`src/rtl/atm_pin_if.sv`:
```
// Keypad/session bus between the ATM transaction logic and the PIN controller.
// The slave modport is the controller's view, the master modport drives it.
interface atm_pin_if;
    logic        tarjeta_recibida;
    logic        add_digit;
    logic [3:0]  digito;
    logic        digito_stb;
    logic        fin_sesion;
    logic [15:0] pin_ref;
    logic        pin_ok;
    logic        pin_incorrecto;
    logic        advertencia;
    logic        bloqueo;
    logic [2:0]  digit_count;
    logic        tiempo_agotado;

    modport slave (
        input  tarjeta_recibida, add_digit, digito, digito_stb, fin_sesion, pin_ref,
        output pin_ok, pin_incorrecto, advertencia, bloqueo, digit_count, tiempo_agotado
    );

    modport master (
        output tarjeta_recibida, add_digit, digito, digito_stb, fin_sesion, pin_ref,
        input  pin_ok, pin_incorrecto, advertencia, bloqueo, digit_count, tiempo_agotado
    );
endinterface

```
`src/rtl/atm_pin_ctrl.sv`:
```
// ATM PIN entry controller: collects four BCD digits, checks them, and locks after three failures.
// Define PIN_TIMEOUT_EN to enable the 255-cycle inactivity timeout while collecting digits.
module atm_pin_ctrl (
    input  logic       clk,
    input  logic       rst,
    atm_pin_if.slave   bus
);
    localparam logic [2:0] IDLE    = 3'd0;
    localparam logic [2:0] COLLECT = 3'd1;
    localparam logic [2:0] CHECK   = 3'd2;
    localparam logic [2:0] GRANTED = 3'd3;
    localparam logic [2:0] LOCKED  = 3'd4;

    logic [2:0]  state_q, state_d;
    logic [15:0] buf_q, buf_d;
    logic [2:0]  cnt_q, cnt_d;
    logic [1:0]  att_q, att_d;
    logic        add_q;
    logic        ok_q, ok_d;
    logic        inc_q, inc_d;
    logic        adv_q, adv_d;
    logic        bloq_q, bloq_d;
    logic        digit_edge;
    logic        accept;
    logic        fail;
`ifdef PIN_TIMEOUT_EN
    logic [7:0]  tmr_q, tmr_d;
    logic        to_q, to_d;
`endif

    assign digit_edge = bus.add_digit & ~add_q;

    always_comb begin
        state_d = state_q;
        buf_d   = buf_q;
        cnt_d   = cnt_q;
        att_d   = att_q;
        ok_d    = 1'b0;
        inc_d   = 1'b0;
        adv_d   = adv_q;
        bloq_d  = bloq_q;
        accept  = 1'b0;
        fail    = 1'b0;
`ifdef PIN_TIMEOUT_EN
        tmr_d   = 8'd0;
        to_d    = 1'b0;
`endif
        case (state_q)
            IDLE: begin
                if (bus.tarjeta_recibida) begin
                    state_d = COLLECT;
                    buf_d   = 16'd0;
                    cnt_d   = 3'd0;
                    att_d   = 2'd0;
                    adv_d   = 1'b0;
                end
            end
            COLLECT: begin
                // Enter has priority over a simultaneous digit edge.
                if (bus.digito_stb) begin
                    if (cnt_q == 3'd4) state_d = CHECK;
                    else               fail    = 1'b1;
                end else if (digit_edge && (cnt_q != 3'd4)) begin
                    accept = 1'b1;
                    buf_d  = {buf_q[11:0], bus.digito};
                    cnt_d  = cnt_q + 3'd1;
                end
`ifdef PIN_TIMEOUT_EN
                if (!(bus.digito_stb || accept)) begin
                    if (tmr_q == 8'd255) begin
                        to_d    = 1'b1;
                        state_d = IDLE;
                        buf_d   = 16'd0;
                        cnt_d   = 3'd0;
                        att_d   = 2'd0;
                        adv_d   = 1'b0;
                    end else begin
                        tmr_d = tmr_q + 8'd1;
                    end
                end
`endif
            end
            CHECK: begin
                if (buf_q == bus.pin_ref) begin
                    ok_d    = 1'b1;
                    state_d = GRANTED;
                end else begin
                    fail = 1'b1;
                end
            end
            GRANTED: begin
                if (bus.fin_sesion) begin
                    state_d = IDLE;
                    buf_d   = 16'd0;
                    cnt_d   = 3'd0;
                    adv_d   = 1'b0;
                end
            end
            LOCKED: ;
            default: state_d = IDLE;
        endcase

        // Shared failure path for a short entry and a wrong PIN.
        if (fail) begin
            inc_d = 1'b1;
            buf_d = 16'd0;
            cnt_d = 3'd0;
            att_d = (att_q == 2'd3) ? 2'd3 : att_q + 2'd1;
            if (att_q == 2'd1) adv_d = 1'b1;
            if (att_q >= 2'd2) begin
                state_d = LOCKED;
                bloq_d  = 1'b1;
            end else begin
                state_d = COLLECT;
            end
        end
    end

    always_ff @(posedge clk or negedge rst) begin
        if (!rst) begin
            state_q <= IDLE;
            buf_q   <= 16'd0;
            cnt_q   <= 3'd0;
            att_q   <= 2'd0;
            add_q   <= 1'b0;
            ok_q    <= 1'b0;
            inc_q   <= 1'b0;
            adv_q   <= 1'b0;
            bloq_q  <= 1'b0;
`ifdef PIN_TIMEOUT_EN
            tmr_q   <= 8'd0;
            to_q    <= 1'b0;
`endif
        end else begin
            state_q <= state_d;
            buf_q   <= buf_d;
            cnt_q   <= cnt_d;
            att_q   <= att_d;
            add_q   <= bus.add_digit;
            ok_q    <= ok_d;
            inc_q   <= inc_d;
            adv_q   <= adv_d;
            bloq_q  <= bloq_d;
`ifdef PIN_TIMEOUT_EN
            tmr_q   <= tmr_d;
            to_q    <= to_d;
`endif
        end
    end

    assign bus.pin_ok         = ok_q;
    assign bus.pin_incorrecto = inc_q;
    assign bus.advertencia    = adv_q;
    assign bus.bloqueo        = bloq_q;
    assign bus.digit_count    = cnt_q;
`ifdef PIN_TIMEOUT_EN
    assign bus.tiempo_agotado = to_q;
`else
    assign bus.tiempo_agotado = 1'b0;
`endif
endmodule

```
`src/flat_wrapper.sv`:
```
// flat-port wrapper written by rule: the top's interface ports become plain ports
module atm_pin_ctrl_flat 
  (clk, rst, bus_tarjeta_recibida, bus_add_digit, bus_digito, bus_digito_stb, bus_fin_sesion, bus_pin_ref, bus_pin_ok, bus_pin_incorrecto, bus_advertencia, bus_bloqueo, bus_digit_count, bus_tiempo_agotado);
  atm_pin_if bus_i ();
  input  logic clk;
  input  logic rst;
  input wire logic [$bits(bus_i.tarjeta_recibida)-1:0] bus_tarjeta_recibida;
  input wire logic [$bits(bus_i.add_digit)-1:0] bus_add_digit;
  input wire logic [$bits(bus_i.digito)-1:0] bus_digito;
  input wire logic [$bits(bus_i.digito_stb)-1:0] bus_digito_stb;
  input wire logic [$bits(bus_i.fin_sesion)-1:0] bus_fin_sesion;
  input wire logic [$bits(bus_i.pin_ref)-1:0] bus_pin_ref;
  output wire logic [$bits(bus_i.pin_ok)-1:0] bus_pin_ok;
  output wire logic [$bits(bus_i.pin_incorrecto)-1:0] bus_pin_incorrecto;
  output wire logic [$bits(bus_i.advertencia)-1:0] bus_advertencia;
  output wire logic [$bits(bus_i.bloqueo)-1:0] bus_bloqueo;
  output wire logic [$bits(bus_i.digit_count)-1:0] bus_digit_count;
  output wire logic [$bits(bus_i.tiempo_agotado)-1:0] bus_tiempo_agotado;
  assign bus_i.tarjeta_recibida = bus_tarjeta_recibida;
  assign bus_i.add_digit = bus_add_digit;
  assign bus_i.digito = bus_digito;
  assign bus_i.digito_stb = bus_digito_stb;
  assign bus_i.fin_sesion = bus_fin_sesion;
  assign bus_i.pin_ref = bus_pin_ref;
  assign bus_pin_ok = bus_i.pin_ok;
  assign bus_pin_incorrecto = bus_i.pin_incorrecto;
  assign bus_advertencia = bus_i.advertencia;
  assign bus_bloqueo = bus_i.bloqueo;
  assign bus_digit_count = bus_i.digit_count;
  assign bus_tiempo_agotado = bus_i.tiempo_agotado;
  atm_pin_ctrl u_core (.clk(clk), .rst(rst), .bus(bus_i));
endmodule
```
`config.mk`:
```
export PLATFORM = sky130hd
export DESIGN_NAME = atm_pin_ctrl_flat
export DESIGN_NICKNAME = d
export VERILOG_FILES = /design/src/rtl/atm_pin_if.sv /design/src/rtl/atm_pin_ctrl.sv /design/src/flat_wrapper.sv
export SDC_FILE = /design/constraint.sdc
export NUM_CORES = 1
export LEC_CHECK = 0
export BUFFER_PORTS_ARGS = -buffer_cell sky130_fd_sc_hd__clkbuf_2
export CAP_MARGIN = 20
export CORE_MARGIN = 3
export CORE_UTILIZATION = 30
export DETAILED_ROUTE_END_ITERATION = 8
export PLACE_DENSITY = 0.58
export SYNTH_ARGS = -nofsm -noshare
export SYNTH_HDL_FRONTEND = slang
export SYNTH_SLANG_ARGS = --single-unit
```
`constraint.sdc`:
```
create_clock -name clk -period 2.11 [get_ports clk]
set_input_delay 0.1055 -clock clk [delete_from_list [all_inputs] [get_ports clk]]
set_output_delay 0.1055 -clock clk [all_outputs]
set_load 0.005 [all_outputs]
```
# Word level (Yosys, flattened, before mapping)
# Cells that the tools add are included.
# classes
add_sub_neg	2
eq_ne	17
n_bitwise	2
order_cmp	1
muxes	35
reduce_logical	9
# op_table
cell	count
2-to-1 mux 16 bit	5
case mux 16 bit (3 select lines)	1
2-to-1 mux 3 bit	11
equality test 16 bit	1
case mux 3 bit (5 select lines)	1
!= test 3 x 2 -> 1 bit (second input constant)	4
2-to-1 mux 1 bit	10
!= test 3 x 1 -> 1 bit (second input constant)	3
case mux 3 bit (3 select lines)	1
2-to-1 mux 2 bit	4
equality test 3 x 2 -> 1 bit (second input constant)	2
equality test 3 bit (second input constant)	2
AND reduction 6 bit	1
AND reduction 5 bit	1
case mux 1 bit (2 select lines)	2
AND reduction 2 bit	2
nonzero test 2 bit	2
nonzero test 4 bit	1
adder 3 x 1 -> 3 bit (second input constant)	1
equality test 3 x 1 -> 1 bit (second input constant)	1
zero test 3 bit	1
!= test 3 bit (second input constant)	1
adder 2 x 1 -> 2 bit (second input constant)	1
equality test 2 x 1 -> 1 bit (second input constant)	1
6 further kinds	6
# word_totals
input_bits	26
output_inout_bits	8
reg_bits	29
word_cells	75

# Logic depth before layout (Yosys ltp)
# logic_depth
ltp_word	7
depth_mapped	9
mapped_depth_nobuf	7

# Worst setup path before layout
# Ideal clock, no wire load.
# synth_path
path_kind	register -> register
start	register u_core.cnt_q[0], in the netlist u_core.bus.digit_count[0]
end	register u_core.buf_q[15]
arrival_time_ns	1.630
n_path_buf	2
required_ns	1.989
slack_ns	0.359
period_less_slack_ns	1.751
setup_time_ns	0.121
stages_incl_launch_ff	9
cell_sequence	dfrtp_1 > inv_1 > ha_1 > a21oi_1 > nor2_1 > and2_1 > buf_2 > buf_2 > a22o_2
# synth_between
elab_chain_len	6
elab_cells_between_ends	13
classes_between	eq/ne (6); mux (4); reduce/logical (3)
# synth_lines
element	line	text
start: declaration	atm_pin_ctrl.sv:16	logic [2:0] cnt_q, cnt_d;
start signal: assignment	atm_pin_ctrl.sv:137	cnt_q <= cnt_d;
equality test 3 bit	atm_pin_ctrl.sv:61	if (cnt_q == 3'd4) state_d = CHECK;
2-to-1 mux 1 bit	atm_pin_ctrl.sv:61	
2-to-1 mux 1 bit	atm_pin_ctrl.sv:60	if (bus.digito_stb) begin
case mux 1 bit (2 select lines)	atm_pin_ctrl.sv:48	case (state_q)
!= test 3 x 1 -> 1 bit (no line) (tied with other cells)	--	
AND reduction 5 bit (no line)	--	
end signal: assignment	atm_pin_ctrl.sv:136	buf_q <= buf_d;
end: declaration	atm_pin_ctrl.sv:15	logic [15:0] buf_q, buf_d;
# Several ways; a longest one is shown, not always the timed one.
# A chain may end at the register's enable or synchronous reset.

# Worst setup path in the final report
# layout_path
start	register u_core.state_q[1]
end	register u_core.cnt_q[0], in the netlist u_core.bus.digit_count[0]
# layout_between
elab_chain_len	4
elab_cells_between_ends	13
classes_between	eq/ne (7); mux (3); reduce/logical (3)
# layout_lines
element	line	text
start: declaration	atm_pin_ctrl.sv:14	logic [2:0] state_q, state_d;
start signal: assignment	atm_pin_ctrl.sv:135	state_q <= state_d;
equality test 3 x 2 -> 1 bit or equality test 3 x 1 -> 1 bit (tied branches)	--	
case mux 1 bit (2 select lines)	atm_pin_ctrl.sv:48	
!= test 3 x 1 -> 1 bit (no line) (tied with other cells)	--	
AND reduction 5 bit (no line)	--	
# Several ways; a longest one is shown, not always the timed one.

==> results.toml <==
[timing]
hold_violations = 0
max_freq_ghz = 0.544
tns_ns = 0
worstMarginPinSlew_ns = 0.710
timing.slew.headroom_pct = 52.6
slew_viol_final = 0
worst_hold_slack_ns = 0.0550
finalSetupViolations = 0
post-route-period-util_pct = 87.1
min_period_ns = 1.84
rsz0062_at_grt = "false"
clock_skew_ns = 0.00428

[power_and_ir_drop]
p_comb_share_pct = 28.4
p_seq_share_pct = 43.7
netSwitchingFraction_pct = 32.3
p_clk_share_pct = 27.9
power_density_nw_per_um2 = 903
internal_power_mw = 1.08
switchingPower_uw = 518
ir_drop_mv = 0.325
p_leak_nw = 0.826
total_power_mw = 1.60

[cts]
post_cts_resized = 0
cts.sinks = 29
root_buffer = "clkbuf_8"
clk_pin_slew_ns = 0.06
cts_buffers = 5
cts_tree = "built"
insertion_delay_ns = 0.28
cts.htree.levels = 2
cts_buffer_depth = 2

[synthesis]
yosysWarnings = 0
synthesis.area_um2 = 1470
synthArstFlopShare_pct = 100
yosys_register_bits = 29
synth.distinct_cells = 34
yosysSeqAreaShare_pct = 49.5
syn_inst = 124
synth_edf_count = 0
syn-mean-instance-area_um2 = 11.8
syn-num-nets = 152
synth_ff_type = "dfrtp_1"

[worst_setup_path]
worstPathCellList = "nor2b_1, a211oi_2, o31ai_1, a21o_1, buf_4, mux2_2"
end_kind = "flop"
cp.required_ns = 2.27
crit_buf_inv = 1
cpMaxStageDelayCell = "dfrtp_1"
regToRegSetupSlack_ns = 0.27
critPathTopFamily = "compound AO/OA/AOI/OAI gates"
setup.worst_path.class = "reg2reg"
start_kind = "flop"
cp_max_fo = 18
slowest_delay_ns = 0.47
worstPathArrival_ns = 2.00

[global_route]
grt_max_degree = 30
grt-ovfl-total = 0
antenna_found_initial = 0
grt_pass1_vias = 1109
top_usage_layer = "met2"
use_met2_pct = 16.6
gr-usage-all-layers_pct = 11.8
grt_pass1_wl_um = 5010
grt_util_met1_pct = 15.8
use_met3_pct = 4.35

[cells_and_area]
drive_gt1_share_pct = 34.8
postLayoutCellArea_um2 = 1770
layout_common_cells = "32 x clkbuf_2, 29 x dfrtp_1, 16 x xnor2_1"
layout.area.seq_um2 = 726
nNetsFinal = 189
multi_input_area_um2 = 663
fillCellCount = 452
area_delta_synth_final_pct = 21.1
final_common_cell = "clkbuf_2"
antenna_cells = 0
finalNonFillerCells = 226

[detailed_routing]
num_vias = 1048
drt_iter0_markers = 34
wl_per_cell_um = 13.0
drcViolationCount = 0
routed_wl_um = 2930
dr.pass1.iters = 5
via_per_inst = 4.64
ant_nets = 0

[place]
dp_hpwl_um = 2190
port_buffers = 32
place_congestion = 0.801
placed_cell_area_um2 = 1670
placed_cells_incl_taps = 217

[die]
die_h_um = 75.9
core_um2 = 4530
die_area_um2 = 5760
fp-row-count = 24
fp.dieW_um = 75.9
initial_core_util_pct = 32.3
io_pins = 34

[hold_path]
hold_class = "in2reg"

[run]
max-cap-violations = 0

[outcome]
status = "complete, no violations"
==> layer usage <==
| metal | up-vias | wire length (um) |
|---|---|---|
| li1 | 521 | - |
| met1 | 482 | 1440 |
| met2 | 38 | 1240 |
| met3 | 7 | 199 |
| met4 | 0 | 54 |
| met5 | - | 0 |
==> state kept, by name (all words and copies together), names as in the netlist <==
| signal | flops |
|---|---|
| u_core.bus.digit_count | 3 |
| u_core.bus.pin_ok | 1 |
| u_core.state_q | 3 |
| u_core.bus.pin_incorrecto | 1 |
| u_core.buf_q | 16 |
| u_core.bus.bloqueo | 1 |
| u_core.bus.advertencia | 1 |
| u_core.att_q | 2 |
| u_core.add_q | 1 |
==> power by group through the flow <==
stage	sequential [mW]	combinational (mW)	clock [mW]
finish	0.700	0.456	0.446
global route	0.711	0.508	0.497
CTS	0.698	0.461	0.466
detailed placement	0.709	0.455	0
global placement	0.705	0.447	0
floorplan	0.691	0.391	0
==> synth_stat cells, types with 2 or more instances <==
library cell / instances / share of area [%]
nand2_1: 7 / 1.8
inv_1: 4 / 1.0
nand4_1: 4 / 1.7
nor3_1: 2 / 0.68
and2_1: 2 / 0.85
a22o_1: 10 / 6.0
a31oi_1: 2 / 0.85
nor2_1: 6 / 1.5
nor2b_1: 2 / 0.85
ha_1: 2 / 1.7
o21ai_0: 2 / 0.68
buf_4: 2 / 1.0
a22o_2: 10 / 6.8
dfrtp_1: 29 / 50
buf_2: 3 / 1.0
a21o_1: 2 / 1.0
a21oi_1: 3 / 1.0
xnor2_1: 16 / 9.6
==> cell type report <==
class	count	area share, %
sequential	29	40.9
multi-input combinational	84	37.4
timing repair buffer	37	11.4
clock buffer	7	4.87
tap	65	4.58
inverter	4	0.846
==> worst paths after layout <==
| check | endpoint | startpoint | depth (start not counted) |
|---|---|---|---|
| worst min register to register | u_core.bus.bloqueo$_DFFE_PN0P_ | u_core.bus.bloqueo$_DFFE_PN0P_ | 1 |
| worst min-delay path | u_core.buf_q[2]$_DFFE_PN0P_ | bus_digito[2] | 2 |
| min in group asynchronous | u_core.add_q$_DFF_PN0_ | rst | 2 |
| max in group asynchronous | u_core.bus.digit_count[0]$_DFFE_PN0P_ | rst | 2 |
| worst max-delay path | u_core.bus.digit_count[0]$_DFFE_PN0P_ | u_core.state_q[1]$_DFFE_PN0P_ | 6 |
| worst max register to register | u_core.bus.digit_count[0]$_DFFE_PN0P_ | u_core.state_q[1]$_DFFE_PN0P_ | 6 |
==> repair_timing <==
item                       in CTS  in global routing
hold endpoints to repair       30                  0
hold buffers                    2                  0
setup endpoints to repair       0                  0
buffers inserted                0                  0
==> through the flow <==
stage | setup slack, ns | utilization, %
after global placement | 0.293 | 36.8
after CTS | 0.256 | 39.1
final | 0.272 | 39.1
after detailed placement | 0.270 | 36.8
after floorplan | 0.359 | -
after global routing | 0.138 | 39.1
==> cells by family after synthesis <==
| family | Yosys count | synth area share [%] |
|---|---|---|
| AOI/OAI and AO/OA | 35 | 21.4 |
| xor gates and xnor gates | 16 | 9.56 |
| adders and majority gates | 2 | 1.71 |
| buffers and inverters | 11 | 5.21 |
| DFF | 29 | 49.5 |
| muxes | 2 | 1.45 |
| other | 1 | 0.256 |
| and+or+nand+nor | 28 | 10.8 |
Power figures use the tool's default switching activity.
